**src/rtl/seq_shift_unit.sv**
```systemverilog
// Multi-cycle SRL/SLL/SRA shifter for the RV32 execute stage. It accepts one request, shifts up to
// STEP bits per cycle, and returns the result over a valid/ready handshake.
module seq_shift_unit #(
    parameter int WIDTH   = 32,
    parameter int SHAMT_W = 5,
    parameter int STEP    = 1
) (
    input  logic               clk,
    input  logic               rst_n,
    input  logic               flush,
    input  logic               req_valid,
    output logic               req_ready,
    input  logic [WIDTH-1:0]   req_a,
    input  logic [SHAMT_W-1:0] req_shamt,
    input  logic [1:0]         req_type,
    output logic               resp_valid,
    input  logic               resp_ready,
    output logic [WIDTH-1:0]   resp_data,
    output logic               busy
);

    typedef enum logic [1:0] {
        ST_IDLE  = 2'd0,
        ST_SHIFT = 2'd1,
        ST_DONE  = 2'd2
    } state_t;

    localparam logic [SHAMT_W-1:0] STEP_C = SHAMT_W'(STEP);
    localparam logic [1:0] OP_SRL  = 2'b00;
    localparam logic [1:0] OP_SLL  = 2'b01;
    localparam logic [1:0] OP_SRA  = 2'b10;
    localparam logic [1:0] OP_PASS = 2'b11;

    state_t             state_q, state_d;
    logic [WIDTH-1:0]   r_q, r_d;
    logic [SHAMT_W-1:0] cnt_q, cnt_d;
    logic [1:0]         op_q, op_d;
    logic               sign_q, sign_d;
    logic [WIDTH-1:0]   data_q, data_d;
    logic               req_ready_q, busy_q, resp_valid_q;

    logic [SHAMT_W-1:0] k_s;
    logic [SHAMT_W-1:0] cnt_nx_s;
    logic [WIDTH-1:0]   fill_mask_s;
    logic [WIDTH-1:0]   shifted_s;

    // One shift step: amount is clipped to the bits still owed, so the counter never underflows.
    always_comb begin
        k_s         = (cnt_q >= STEP_C) ? STEP_C : cnt_q;
        cnt_nx_s    = cnt_q - k_s;
        fill_mask_s = ~({WIDTH{1'b1}} >> k_s);
        case (op_q)
            OP_SRL:  shifted_s = r_q >> k_s;
            OP_SLL:  shifted_s = r_q << k_s;
            OP_SRA:  shifted_s = (r_q >> k_s) | (sign_q ? fill_mask_s : {WIDTH{1'b0}});
            default: shifted_s = r_q;
        endcase
    end

    // Next-state logic; resp_data is only ever reloaded on the transition into DONE.
    always_comb begin
        state_d = state_q;
        r_d     = r_q;
        cnt_d   = cnt_q;
        op_d    = op_q;
        sign_d  = sign_q;
        data_d  = data_q;
        if (flush) begin
            state_d = ST_IDLE;
            cnt_d   = {SHAMT_W{1'b0}};
        end else begin
            case (state_q)
                ST_IDLE: begin
                    if (req_valid) begin
                        r_d    = req_a;
                        cnt_d  = req_shamt;
                        op_d   = req_type;
                        sign_d = req_a[WIDTH-1];
                        if ((req_type == OP_PASS) || (req_shamt == {SHAMT_W{1'b0}})) begin
                            state_d = ST_DONE;
                            data_d  = req_a;
                        end else begin
                            state_d = ST_SHIFT;
                        end
                    end else begin
                        state_d = ST_IDLE;
                    end
                end
                ST_SHIFT: begin
                    r_d   = shifted_s;
                    cnt_d = cnt_nx_s;
                    if (cnt_nx_s == {SHAMT_W{1'b0}}) begin
                        state_d = ST_DONE;
                        data_d  = shifted_s;
                    end else begin
                        state_d = ST_SHIFT;
                    end
                end
                ST_DONE: begin
                    if (resp_ready) begin
                        state_d = ST_IDLE;
                    end else begin
                        state_d = ST_DONE;
                    end
                end
                default: begin
                    state_d = ST_IDLE;
                    cnt_d   = {SHAMT_W{1'b0}};
                end
            endcase
        end
    end

    // State and datapath registers; handshake flags are registered from the next state.
    always_ff @(posedge clk) begin
        if (!rst_n) begin
            state_q      <= ST_IDLE;
            r_q          <= {WIDTH{1'b0}};
            cnt_q        <= {SHAMT_W{1'b0}};
            op_q         <= 2'b00;
            sign_q       <= 1'b0;
            data_q       <= {WIDTH{1'b0}};
            req_ready_q  <= 1'b1;
            busy_q       <= 1'b0;
            resp_valid_q <= 1'b0;
        end else begin
            state_q      <= state_d;
            r_q          <= r_d;
            cnt_q        <= cnt_d;
            op_q         <= op_d;
            sign_q       <= sign_d;
            data_q       <= data_d;
            req_ready_q  <= (state_d == ST_IDLE);
            busy_q       <= (state_d != ST_IDLE);
            resp_valid_q <= (state_d == ST_DONE);
        end
    end

    assign req_ready  = req_ready_q;
    assign busy       = busy_q;
    assign resp_valid = resp_valid_q;
    assign resp_data  = data_q;

endmodule

```
**config.mk**
```make
export PLATFORM = sky130hd
export DESIGN_NAME = seq_shift_unit
export DESIGN_NICKNAME = d
export VERILOG_FILES = /design/src/rtl/seq_shift_unit.sv
export SDC_FILE = /design/constraint.sdc
export NUM_CORES = 1
export LEC_CHECK = 0
export ABC_AREA = 0
export ABC_CLOCK_PERIOD_IN_PS = 4600
export BUFFER_PORTS_ARGS = -buffer_cell sky130_fd_sc_hd__buf_2
export CORE_MARGIN = 4
export CORE_UTILIZATION = 45
export CTS_CLUSTER_DIAMETER = 50
export DETAILED_ROUTE_END_ITERATION = 10
export GPL_TIMING_DRIVEN = 0
export PLACE_DENSITY = 0.67
export SLEW_MARGIN = 20
export SYNTH_ARGS = -nofsm -noshare
export SYNTH_HDL_FRONTEND = slang
export SYNTH_SLANG_ARGS = --single-unit
```
**constraint.sdc**
```tcl
create_clock -name clk -period 4.6 [get_ports clk]
set_input_delay 0.46 -clock clk [delete_from_list [all_inputs] [get_ports clk]]
set_output_delay 0.46 -clock clk [all_outputs]
set_load 0.02 [all_outputs]
```
Word level (Yosys, flattened, before mapping)
Index checks and enable logic that the tools add are counted.
{"block": "classes", "n_shift": 3, "n_eq_ne": 9, "magnitude_cmp": 1, "addsub": 1, "mux": 17, "bitwise": 5, "reduce_logical": 13}
{"op": "32-bit two-way mux", "n": 5}
{"op": "32-bit one-hot mux with 2 select lines", "n": 2}
{"op": "32-bit one-hot mux with 3 select lines", "n": 1}
{"op": "32-bit inverter", "n": 1}
{"op": "32-bit bitwise OR", "n": 1}
{"op": "32-bit by 5-bit left shift with 32-bit output", "n": 1}
{"op": "32-bit by 5-bit >> shifter with 32-bit output", "n": 1}
{"op": "32-bit by 5-bit >> shifter with 32-bit output, first input constant", "n": 1}
{"op": "5-bit one-hot mux with 3 select lines", "n": 1}
{"op": "5-bit logical NOT", "n": 2}
{"op": "2-bit two-way mux", "n": 5}
{"op": "5-bit two-way mux", "n": 2}
{"op": "2-bit equality test, second input constant", "n": 4}
{"op": "2-bit logical NOT", "n": 3}
{"op": "2-bit inequality test, second input constant", "n": 3}
{"op": "2-bit one-hot mux with 3 select lines", "n": 1}
{"op": "3-bit AND reduction", "n": 2}
{"op": "5-bit by 1-bit greater-or-equal comparator with 1-bit output, second input constant", "n": 1}
{"op": "5-bit AND reduction", "n": 1}
{"op": "5-bit subtractor", "n": 1}
{"op": "2-bit by 1-bit equality test with 1-bit output, second input constant", "n": 2}
{"op": "2-bit nonzero test", "n": 2}
{"op": "1-bit inverter", "n": 3}
{"op": "2-bit AND reduction", "n": 1}
{"op": "2 further kinds", "n": 2}
{"block": "totals", "word_cells": 58, "output_inout_bits": 35, "ff_bits": 77, "in_bits": 44}

Longest topological paths before layout
Gate-level depths: netlist (run 1).
{"block": "depth", "ltp_word": 9, "mapped_depth": 11}

Worst setup path after synthesis (run 1)
OpenSTA, ideal clock, no wires.
{"block": "synth_path", "path_kind": "register to register", "startpoint": "register cnt_q[1]", "endpoint": "register data_q[26] (netlist: resp_data[26])", "t_required_ns": 4.483, "stages_incl_launch_ff": 11, "setup_slack_ns": 1.822, "arrival_ns": 2.660, "setup_ns": 0.117, "synth_period_minus_slack_ns": 2.778, "cell_sequence": "dfxtp_1 or3_4 nor3_4 buf_6 or2_2 ha_1 nor3_1 o2111ai_1 a21oi_2 nand2_1 a32o_1"}
{"block": "synth_via", "elab_chain_len": 9}
{"item": "start, declared", "line": "36", "rtl": "logic [SHAMT_W-1:0] cnt_q, cnt_d;"}
{"item": "start signal, assigned", "line": "119", "rtl": "cnt_q <= {SHAMT_W{1'b0}};"}
{"item": "start signal, assigned", "line": "129", "rtl": "cnt_q <= cnt_d;"}
{"item": "5-bit by 1-bit greater-or-equal comparator with 1-bit output", "line": "49", "rtl": "k_s = (cnt_q >= STEP_C) ? STEP_C : cnt_q;"}
{"item": "5-bit two-way mux", "line": "49"}
{"item": "32-bit by 5-bit >> shifter with 32-bit output", "line": "51", "rtl": "fill_mask_s = ~({WIDTH{1'b1}} >> k_s);"}
{"item": "32-bit inverter", "line": "51"}
{"item": "32-bit two-way mux", "line": "55", "rtl": "OP_SRA: shifted_s = (r_q >> k_s) | (sign_q ? fill_mask_s : {WIDTH{1'b0}});"}
{"item": "32-bit bitwise OR", "line": "55"}
{"item": "32-bit one-hot mux with 3 select lines", "line": "52", "rtl": "case (op_q)"}
{"item": "32-bit two-way mux", "line": "92", "rtl": "if (cnt_nx_s == {SHAMT_W{1'b0}}) begin"}
{"item": "32-bit one-hot mux with 2 select lines", "line": "72", "rtl": "case (state_q)"}
{"item": "end signal, assigned", "line": "122", "rtl": "data_q <= {WIDTH{1'b0}};"}
{"item": "end signal, assigned", "line": "132", "rtl": "data_q <= data_d;"}
{"item": "end, declared", "line": "39", "rtl": "logic [WIDTH-1:0] data_q, data_d;"}
Several ways; a longest one is shown, not always the timed one. The select of a mux whose other input is x is not followed.
A chain may end at the register's enable or synchronous reset.

Worst setup path after layout (run 1)
{"block": "layout_path", "startpoint": "register cnt_q[1]", "endpoint": "register data_q[25] (netlist: resp_data[25])"}
Same word-level chain as after synthesis.

==> results of run 1 <==
[power by group]
part / switching, mW / leakage [nW] / internal [mW]
combinational: 0.194 / 1.31 / 0.133
sequential: 0.0352 / 0.630 / 0.709
clock: 0.260 / 0.0860 / 0.195
[registers in the layout (all words and copies together), names as in the netlist]
signal and cells:
resp_data 32, op_q 2, sign_q 1, cnt_q 5, req_ready 1, resp_valid 1
busy 1, state_q 2, r_q 32
[Yosys cell counts (all sizes together), types with 16 or more instances]
library cell	number	area, um^2
o21ai	16	80.1
o221a	21	236
o211a	24	240
mux2	23	263
nor2	21	78.8
dfxtp	77	1540
o211ai	25	193
a21oi	44	224
nand2	36	135
clkbuf	20	75.1
buf	18	119
mux2i	31	310
[logic make-up after synthesis]
family	count (synthesis)	share of synthesized area
AOI/OAI and AO/OA	165	0.315
DFF	77	0.380
buffers and inverters	43	0.0561
adders and majority gates	1	0.00308
muxes	54	0.141
and+or+nand+nor	85	0.103
xor gates and xnor gates	1	0.00216
[path summary, 6_finish.rpt]
check / slack (ns) / startpoint / endpoint
hold / removal: 0.37 / req_a[31] / sign_q
hold reg to reg: 0.49 / resp_data[0] / resp_data[0]
setup / recovery: 1.10 / cnt_q[1] / resp_data[25]
setup reg to reg: 1.10 / cnt_q[1] / resp_data[25]
[cell type report]
type	count	area share
Multi-Input combinational cell	306	0.482
Inverter	2	0.00158
Clock buffer	10	0.0269
Buffer	41	0.0464
Timing Repair Buffer	77	0.0812
Clock inverter	6	0.00844
Tap cell	108	0.0285
Sequential cell	77	0.325
[metrics by stage]
step           hold slack (ns)  setup WS (ns)  power (mW)   util
6_report                 0.371           1.10        1.52  0.542
5_1_grt                  0.391          0.934        1.59  0.542
4_1_cts                  0.366           1.12        1.53  0.542
3_5_place_dp             0.477           1.15        1.08  0.522
3_3_place_gp             0.474           1.20        1.08  0.522
2_1_floorplan            0.454           1.82       0.981      -
[routing by layer]
| metal | global-route usage | share of wire | wire length [um] |
|---|---|---|---|
| met3 | 0.0372 | 0.059 | 662 |
| met5 | 0 | 0 | 0 |
| met1 | 0.294 | 0.47 | 5250 |
| met4 | 0.0677 | 0.013 | 144 |
| met2 | 0.342 | 0.46 | 5230 |
[worst register-to-register path, delay by kind of cell (launching register included)]
family                   cells  cell delay, ns
AO/OA/AOI/OAI                4            1.11
adder cells (fa/ha/maj)      1            0.24
buffers and inverters        2            0.59
flip-flops                   1            0.38
AND/OR/NAND/NOR              4            1.11
==> results summary, run 1 <==
Counting both buffers and inverters, the worst setup path holds a total of 2. The count of cells in the finished layout, fillers not included, comes to 627. The synthesized design contains 0 enable-type register cells. The netlist area before placement came out at just over 4000 um^2.

CTS built an H-tree with a depth of 3. The area overhead of the layout relative to synthesis came out at 17.0%. Derived from the worst setup path, the maximum achievable clock frequency is 286 MHz. The total of warnings raised by yosys is 0.

The sink count of the clock tree is 77. The detailed router finished its first iteration with roughly 240 violations. The slowest cell on the critical path is sky130_fd_sc_hd__a211oi_1.

Synthesis instantiated between 50 and 60 different standard cells from the library. The count of unresolved DRC violations after routing is 0. The critical path is of the flip-flop to flip-flop type. For this run, asynchronously set or reset flops after synthesis account for 0. The routability congestion estimate came out at 0.886. The post-place instance area came out at about 4600 um^2. The period utilization is 0.761. around 80 I/O pins were placed. The transition time of the tightest slew-check pin is slightly above 0.7 ns. The number of slew-limit violations in the final report came out at 0. The critical path crosses 11 cells after its start point. The number of gates resized after CTS is 0. The number of instances on the worst hold path is 3. The synthesized net count came out at 471. In this run, post-CTS hold repair placed 0 buffers. The sum of negative setup slack came out at 0 ns.

The mean area per synthesized cell came out at approximately 9.5 um^2. The worst relative slew slack is 0.525. The wire length of the first global-routing pass came out at roughly 18000 um.

The footprint of the multi-input gates came out at about 2300 um^2. The number of buffers added on ports came out at 77. The flow ran to the end, and the final reports show no timing, DRC or antenna violations. The sum of net half-perimeters after detailed placement came out at 8250 um. For the worst setup path, the data required time is between 4 and 5 ns. For this design the ratio of total power to cell area is roughly 320 nW/um^2. Among all flip-flop cells after synthesis, the most frequent one is sky130_fd_sc_hd__dfxtp_1. For this run, the slowest stage of the critical path takes about 0.6 ns. The worst setup path is captured at a flip-flop. The final layout net count came out at about 560. The layout has roughly 830 filler cells.

In this run the core area contains 34 standard-cell rows. The final routed wire length divided by cell count is 18.0 um. The total length of routed wires came out at ~11000 um. The path category of the worst min-delay check is input port to flip-flop. In this run, CTS created clock tree buffers numbering 9. The post-layout instance area came out at around 4700 um^2.

The clock skew after layout came out at between 0.007 and 0.008 ns. The worst-case IR drop observed on VDD is around 0.00015 V. The starting density of the core is 0.463. The number of setup buffers added after CTS came out at 0. The antenna diode count came out at 0. The number of cells produced by synthesis is roughly 430. The count of endpoints failing setup in the final report came out at 0. The region available for standard cell placement spans about 8800 um^2. Traced cell by cell, the critical path runs through or3_4, nor3_4, buf_6, or2_2, ha_1, nor3_1, o2111ai_1, a211oi_1, buf_2, o21ai_0, a31oi_1. The number of failing hold endpoints at the final stage came out at 0. The clock edge transition at the registers on the reported setup and hold paths is around 0.08 ns. The kind of cell with the highest combined delay along the critical path is simple AND/OR/NAND/NOR gates. The maximum root-to-sink buffer count is 2. The source-to-sink clock delay at the later pin of the worst-skew pair came out at between 0.3 and 0.4 ns.

The remaining global-route overflow came out at 0. The via count of the first global-routing pass is ~3600. Leaving out fill and tap cells, the most frequent cell in the layout is sky130_fd_sc_hd__buf_2. The sequential element share of the synthesized area came out at 0.380. Leaving out fill and tap cells, the most frequent cells in the layout are sky130_fd_sc_hd__buf_2 (88), sky130_fd_sc_hd__dfxtp_1 (77), sky130_fd_sc_hd__a21oi_1 (43). The data arrival time of the worst path came out at 3.79 ns. CTS placed an instance of sky130_fd_sc_hd__clkbuf_8 at the clock tree root. TritonCTS built the clock tree. The leakage component of the power is between 2 and 2.5 nW. The number of search-and-repair iterations in the first detailed-routing pass is 5. The number of max-capacitance violations reported came out at 0. Registers take around 1500 um^2.

The routed design could run at a clock period as short as ~3.5 ns. The overall fraction of global-route tracks in use came out at 0.214. The full die area came out at 10600 um^2.

Setup repair after global routing left no endpoint under its margin. The number of nets with antenna violations after routing is 0. The largest net degree at the start of global routing came out at 14. The synthesized design contains between 70 and 80 register bits. Of the cells placed in the final design, the portion with a size suffix greater than 1 is 0.276. The die boundary height is 103 um. Of all nets on the critical path, the largest fanout is 10. The number of cell instances on the worst register-to-register path came out at 11. Including well taps, the total number of placed cells is about 600.

The floorplan step set the die width to 103 um. The worst setup path is launched from a flip-flop. The detail-routed via count per cell came out at 5.91. The initial antenna violation count came out at 0. The number of vias in the routed layout came out at between 3000 and 4000.
(Power assumes the default switching activity.)
==> run 2: changes to the inputs <==
Settings changed: ABC_AREA 0 to 1, ABC_CLOCK_PERIOD_IN_PS 4600 to 2850, PLACE_DENSITY 0.67 to 0.69.
Clock period 4.6 ns to 2.85 ns, I/O delays scaled along.
==> run 2 against run 1 <==
Against the previous run:
- worst hold slack worse by 0.18 ns
- maximum frequency grew 43%
- clock-buffer cell count fell by 1
- worst setup slack got worse by 0.70 ns
- register-to-register slack got worse by 0.70 ns
- synthesized area rose by 12%
- final area rose by 12%
- critical path depth rose by 4
- utilization hardly changed
- synthesized cell count up 85%
- non-clock buffer count fell by 1
- global-route usage grew 1.5 points
- largest cell class unchanged
==> results summary, run 2 <==
The number of slew-limit violations in the final report was 0. The number of search-and-repair iterations in the first detailed-routing pass came out at 6. The share of async-settable or async-resettable flops after synthesis is 0. The root buffer cell is sky130_fd_sc_hd__clkbuf_8. The hold buffer count at cts is 0. Pin placement for this block handled 79 I/O pins. The full die area is 11800 um^2. The peak clock frequency supported by timing is 408 MHz. The synthesized design spends more area on one cell type than any other, namely sky130_fd_sc_hd__dfxtp_1. The routed wire length on met2 came out at about 5700 um. The clock skew after layout is around 0.014 ns. The source-to-sink clock delay at the later pin of the worst-skew pair came out at around 0.36 ns. The run finished with clean final reports. Entering global routing, the biggest net connects 15 pins.

The netlist area before placement came out at 4540 um^2. The fraction of synthesized cell area taken by the top area cell type came out at 0.340. The number of buffers added on ports came out at 78. The final hold slack came out at roughly 0.19 ns. After synthesis the netlist holds a flip-flop and latch count of 77. The initial antenna violation count is 0.

Fill cells in the final layout number 1078. The overall fraction of global-route tracks in use is 0.229. Of the available clock period, the critical path in the final layout requires 0.859.

In the final layout, the share of cells above drive strength 1 is 0.138. The area overhead of the layout relative to synthesis came out at 17.1%. The number of vias in the routed layout came out at between 4000 and 5000. The die is between 100 and 150 um tall. The most used flip-flop cell after synthesis is sky130_fd_sc_hd__dfxtp_1.

Setup violations remaining at the end of the flow were counted as 0. The via count of the first global-routing pass was 4570. The number of failing hold endpoints at the final stage was 0.

The wire-length estimate of the detail-placed layout is between 10000 and 15000 um. In this run the worst path has a maximum fanout of 10. The detailed router put a total of 6270 um of wire on met1. The wire length on met3 is a little over 900 um. The synthesized net count is 833. The wire length of the first global-routing pass is roughly 21000 um. After detailed routing, the average wire length per cell comes to approximately 13 um. The total length of routed wires came out at 13200 um.

The worst endpoint required time came out at roughly 3.1 ns. Among all cell types in the netlist, the one instantiated most often is sky130_fd_sc_hd__nand2_1. The routability congestion estimate is 0.955. The maximum root-to-sink buffer count is 2.

The path category of the worst min-delay check is input port to flip-flop. The maximum ir drop on the vdd rail is roughly 0.00023 V. The violation count after the first detailed-routing iteration is approximately 380.

In the layout the commonest cells are sky130_fd_sc_hd__nand2_1 (273), sky130_fd_sc_hd__inv_1 (111), sky130_fd_sc_hd__nor2_1 (105). The floorplan step set the die width to between 100 and 150 um. Using the TritonRoute via totals, the vias-per-cell ratio works out to 4.87. In this run the number of H-tree levels came out at 3. The total of warnings raised by yosys came out at 0. The final layout net count came out at 922.

The footprint of the multi-input gates is ~2400 um^2. The minimum period implied by the final worst setup slack is 2.45 ns. The count of cell types in the netlist came out at 27. The detail route stage leaves a number of antenna-violating nets equal to 0. The share of the Yosys chip area taken by registers is 0.340.

The area taken by flip-flops and latches came out at ~1500 um^2. The core region area is around 9800 um^2. Sorting the synthesized cells by how often they occur yields sky130_fd_sc_hd__nand2_1 (273), sky130_fd_sc_hd__inv_1 (111), sky130_fd_sc_hd__nor2_1 (105), sky130_fd_sc_hd__a21oi_1 (84), sky130_fd_sc_hd__dfxtp_1 (77). Setup total negative slack on the finished layout was measured at 0 ns. The number of placement rows is 36. Ranked by total cell area, the synthesized netlist is headed by sky130_fd_sc_hd__dfxtp_1 (34%), sky130_fd_sc_hd__nand2_1 (23%), sky130_fd_sc_hd__a21oi_1 (9.3%), sky130_fd_sc_hd__inv_1 (9.2%), sky130_fd_sc_hd__nor2_1 (8.7%). The mean area per synthesized cell came out at roughly 5.8 um^2. Clock-pin slew was measured on the worst setup and hold paths at 0.09 ns. The TritonCTS buffer count came out at 9.

Setup repair after global routing left no endpoint under its margin. The sink count of the clock tree is between 70 and 80. STA classifies the critical path startpoint as a flip-flop. The number of max-capacitance violations reported is 0. The number of gates resized after CTS came out at 0. The transition time of the tightest slew-check pin is about 0.65 ns. The library cell used most frequently in the layout, excluding fill and tap cells, is sky130_fd_sc_hd__nand2_1. The cell count after synthesis came out at just under 800.

TritonCTS built the clock tree. The leakage component of the power came out at slightly below 3 nW. The detailed router used layers up to and including met4. For this run the aggregate overflow at the end of global routing stands at 0. The starting density of the core is 0.462. The number of synthesized flops with an enable pin is 0. For the worst setup path, the data arrival time is between 2 and 3 ns.

The number of setup buffers added after CTS is 0. STA classifies the critical path endpoint as a flip-flop. The worst relative slew slack is 0.566. The antenna diode count came out at 0. The power per standard cell area is approximately 550 nW/um^2. The count of unresolved DRC violations after routing came out at 0. By startpoint and endpoint, the worst setup path is classified as flip-flop to flip-flop.
==> run 2: changes by cell type after synthesis, moves of 22 or more <==
cell	previous run	this run
sky130_fd_sc_hd__a21oi_1	43	84
sky130_fd_sc_hd__inv_1	2	111
sky130_fd_sc_hd__mux2i_1	31	0
sky130_fd_sc_hd__nand2_1	36	273
sky130_fd_sc_hd__nand3_1	4	32
sky130_fd_sc_hd__nor2_1	21	105
sky130_fd_sc_hd__o211a_1	24	0
sky130_fd_sc_hd__o211ai_1	24	2
==> run 2: layout make-up <==
cell class                      instances  area share
Sequential cell                        77       0.290
Buffer                                 39      0.0334
Clock buffer                            9      0.0233
Clock inverter                          7      0.0184
Tap cell                              133      0.0313
Multi-Input combinational cell        553       0.446
Timing Repair Buffer                   78      0.0734
Inverter                              119      0.0840
==> run 2: routing by layer <==
| layer | global-route usage | vias up |
|---|---|---|
| met5 | 0 | - |
| met4 | 0.0938 | 0 |
| met3 | 0.0412 | 21 |
| met2 | 0.365 | 190 |
| met1 | 0.304 | 2138 |
| li1 | - | 2597 |
==> run 2: worst paths after layout <==
| path | start | cells after the start | slack (ns) | to |
|---|---|---|---|---|
| min reg2reg | resp_data[14] | 2 | 0.48 | resp_data[14] |
| min | req_type[1] | 3 | 0.19 | op_q[1] |
| max | cnt_q[4] | 15 | 0.40 | resp_data[10] |
| max reg2reg | cnt_q[4] | 15 | 0.40 | resp_data[10] |
==> run 2: kinds of logic after synthesis <==
| group | Yosys count | synth area share |
|---|---|---|
| compound gates | 128 | 0.149 |
| buf+inv | 158 | 0.138 |
| simple gates | 424 | 0.371 |
| flops | 77 | 0.340 |
| fa+ha+maj | 1 | 0.00276 |
==> run 2: stage by stage <==
| step | utilization | cells | area (um^2) | worst slack, ns | power [mW] |
|---|---|---|---|---|---|
| final | 0.541 | 1015 | 5320 | 0.401 | 2.91 |
| after global placement | 0.519 | 999 | 5090 | 0.494 | 1.97 |
| after global routing | 0.541 | 1015 | 5320 | 0.143 | 3.08 |
| after floorplan | - | 788 | 4540 | 0.844 | 1.76 |
| after detailed placement | 0.519 | 999 | 5090 | 0.439 | 1.98 |
| after CTS | 0.541 | 1015 | 5320 | 0.413 | 2.92 |
==> run 2: where the power goes <==
part           switching [mW]  total, mW  leakage [nW]  internal, mW
Sequential             0.0408       1.20         0.632          1.16
Clock                   0.445      0.941         0.106         0.496
Combinational           0.523      0.772          2.16         0.249
Total                    1.01       2.91          2.90          1.90
==> run 2: worst max-delay path, cell delays in order (launching register included) <==
cell                      delay (ns)
sky130_fd_sc_hd__dfxtp_1        0.41
sky130_fd_sc_hd__nor2_1         0.12
sky130_fd_sc_hd__a21oi_1        0.23
sky130_fd_sc_hd__inv_1          0.08
sky130_fd_sc_hd__ha_1           0.21
sky130_fd_sc_hd__nor2_1         0.18
sky130_fd_sc_hd__nand2_1        0.10
sky130_fd_sc_hd__nand3_1        0.10
sky130_fd_sc_hd__nor2_1         0.05
sky130_fd_sc_hd__nand3_2        0.11
sky130_fd_sc_hd__nand2_1        0.09
sky130_fd_sc_hd__nand2_2        0.20
sky130_fd_sc_hd__buf_2          0.27
sky130_fd_sc_hd__nand2_1        0.07
sky130_fd_sc_hd__nand2_1        0.06
sky130_fd_sc_hd__nor2_1         0.05
==> run 3: changes to the inputs <==
Settings changed: ABC_CLOCK_PERIOD_IN_PS 2850 to 2800, PLACE_DENSITY 0.69 to 0.66, REMOVE_ABC_BUFFERS from default to 1.
Clock period 2.85 ns to 2.8 ns, I/O delays scaled along.
==> run 3 against run 2 <==
Against the previous run:
- non-clock buffer count shrank 38
- sequential power barely moved
- critical path type unchanged
- power is 4.7% higher
==> results summary, run 3 (synthesis results as in run 2) <==
The peak clock frequency supported by timing came out at 392 MHz. The TritonCTS buffer count came out at 9. The clock edge transition at the registers on the reported setup and hold paths came out at 0.08 ns. The share of total power dissipated in sequential elements is 0.400.

The kind of capture point of the worst setup path is a flip-flop. Summing all non-filler instances in the final layout gives an area of roughly 5200 um^2. The type of the worst setup path is flip-flop to flip-flop. The full die area is approximately 12000 um^2.

In this run the tightest slew margin relative to its limit is 0.253. The transition time of the tightest slew-check pin is approximately 1.1 ns. The critical path contains buffers and inverters numbering 2 combined. The slowest stage of the critical path belongs to the cell sky130_fd_sc_hd__a21oi_4. The antenna diode count is 0. The wire length on met3 came out at between 1000 and 1500 um. The worst slack at placement came out at -0.0329 ns. The tree is rooted in a sky130_fd_sc_hd__clkbuf_8. The sum of net half-perimeters after detailed placement is between 7000 and 8000 um.

The source-to-sink clock delay at the later pin of the worst-skew pair came out at between 0.3 and 0.4 ns. The initialized floorplan defines 36 standard-cell rows. The overall fraction of global-route tracks in use is 0.210. The routability congestion estimate is roughly 0.85.

The number of nets with antenna violations after routing came out at 0. Setup slack closes at between 0.2 and 0.25 ns. Data on the critical path is required at its endpoint by roughly 3.1 ns. The minimum period implied by the final worst setup slack came out at about 2.6 ns. From synthesis to final layout, the design area changed by 15.6%.

The worst setup path is launched from a flip-flop. The number of I/O pins came out at slightly below 80. The power per standard cell area is a little under 600 nW/um^2. TritonCTS built the clock tree.

The fraction of final layout cells sized beyond drive strength 1 is 0.134. The layout has roughly 1100 filler cells. The first TritonRoute pass finished after 5 iterations.

The number of failing hold endpoints at the final stage came to 0. The final cell count without fillers came out at a little under 1000. Across the VDD grid, the largest voltage drop is about 0.00027 V. The flow ran to the end, and the final reports show no timing, DRC or antenna violations. The design internal power is 2.05 mW. The worst hold path belongs to the class input port to flip-flop. The number of H-tree levels came out at 3.

For the worst setup path, the data arrival time is 2.82 ns. The wire length on met1 is between 5000 and 6000 um. Post-CTS timing repair inserted 0 buffers for setup.

The number of buffers added on ports is 78. The most common library cell in the layout ignoring fill and taps is sky130_fd_sc_hd__nand2_1. Clock tree synthesis found a total of 77 sinks. The wire length of the first global-routing pass came out at approximately 20000 um. For the final database, setup skew stands at around 0.0075 ns. The count of endpoints failing setup in the final report came out at 0. The final hold slack is ~0.18 ns. After detailed routing, the number of remaining DRC violations is 0. Measured along the x axis, the die boundary spans about 110 um.

Walking the worst path, the cells encountered are nor2_1, a21oi_1, inv_1, ha_1, nor2_1, nand2_1, nand2_1, nand2_1, inv_1, nand3_2, a21oi_4, nand2_1, nand2_1, nor2_1. Leaving out fill and tap cells, the most frequent cells in the layout are sky130_fd_sc_hd__nand2_1 (272), sky130_fd_sc_hd__inv_1 (110), sky130_fd_sc_hd__nor2_1 (104). The number of instances in the placed design came out at 961. The final layout net count came out at 887. The hold buffer count at cts is 0. The period utilization came out at 0.912. Counting stages on the worst path, the most repeated cell is sky130_fd_sc_hd__nand2_1. Of all nets on the critical path, the largest fanout is 14. The remaining global-route overflow is 0. The biggest cell delay along the critical path came out at about 0.50 ns. The initial antenna violation count came out at 0. The final routed wire length divided by cell count is approximately 13 um. The clock power share is 0.351. Using the TritonRoute via totals, the vias-per-cell ratio works out to ~5.0. The analysis attributes to cell leakage a power of approximately 2.8 nW.

Summed over all nets, the switching power comes to between 0.9 and 1 mW. The via count of the first global-routing pass was 4455. The die boundary height is 108 um. Broken down by cell family, the worst path's largest delay share belongs to simple AND/OR/NAND/NOR gates.

The routed design uses slightly below 6000 um of met2 wire. Setup repair after global routing left no endpoint under its margin. The largest net degree at the start of global routing is between 40 and 50. The combinational cell fraction of total power is 0.248. The post-place instance area is approximately 4900 um^2.

The maximum root-to-sink buffer count came out at 2. After detailed routing, no signal wire sits above met4. The detailed router placed just under 5000 vias in this run. The number of max-capacitance violations reported came out at 0. The number of slew-limit violations in the final report came out at 0. After the first detailed-routing iteration, the DRC count stood at between 300 and 400. The total length of routed wires is between 10000 and 15000 um. The core region area is 9820 um^2. The net switching share of the total power is 0.327. The starting density of the core came out at 0.462.
[run 3: final cells by class]
type,count,area [um^2],share of cell area
clock buffer,11,151,0.0289
clock inverter,4,95.1,0.0181
inverter,119,453,0.0864
multi-input combinational,555,2420,0.462
sequential,77,1540,0.294
tap,133,166,0.0317
timing repair buffer,79,410,0.0782
timing repair inverter,1,5.00,0.000954
[run 3: worst paths after layout]
check / startpoint / endpoint / slack [ns] / cells past startpoint
worst max-delay path: cnt_q[4] / resp_data[12] / 0.25 / 14
worst min-delay path: req_a[31] / sign_q / 0.18 / 3
worst max register to register: cnt_q[4] / resp_data[12] / 0.25 / 14
worst min register to register: resp_data[14] / resp_data[14] / 0.48 / 2
[run 3: metal layers]
layer  global-route usage  vias to the layer above
met5                    0                        -
met4               0.0748                        0
met3               0.0525                        8
met2                0.353                      183
met1                0.260                     2176
li1                     -                     2528
[run 3: timing repair]
action | in CTS | in global routing
gates cloned | 0 | 3
gates resized for setup | 1 | 5
pin swaps | 0 | 2
setup endpoints to repair | 18 | 61
[run 3: power by group through the flow]
stage	Combinational (mW)	Clock [mW]	Sequential, mW
after detailed placement	0.736	0	1.24
after CTS	0.740	1.08	1.22
after floorplan	0.482	0	1.28
after global routing	0.864	1.13	1.23
final	0.757	1.07	1.22
after global placement	0.722	0	1.24
[run 3: tightest hold or removal path: cells and delay by family]
kind                   cells  cell delay [ns]
buffers and inverters      1             0.09
and+or+nand+nor            2             0.13
[run 3: stage by stage]
step	setup TNS, ns	util	power [mW]
6_report	0	0.534	3.05
3_3_place_gp	-57.88	0.501	1.96
5_1_grt	0	0.534	3.22
4_1_cts	0	0.529	3.04
2_1_floorplan	0	-	1.76
3_5_place_dp	-0.379	0.504	1.98
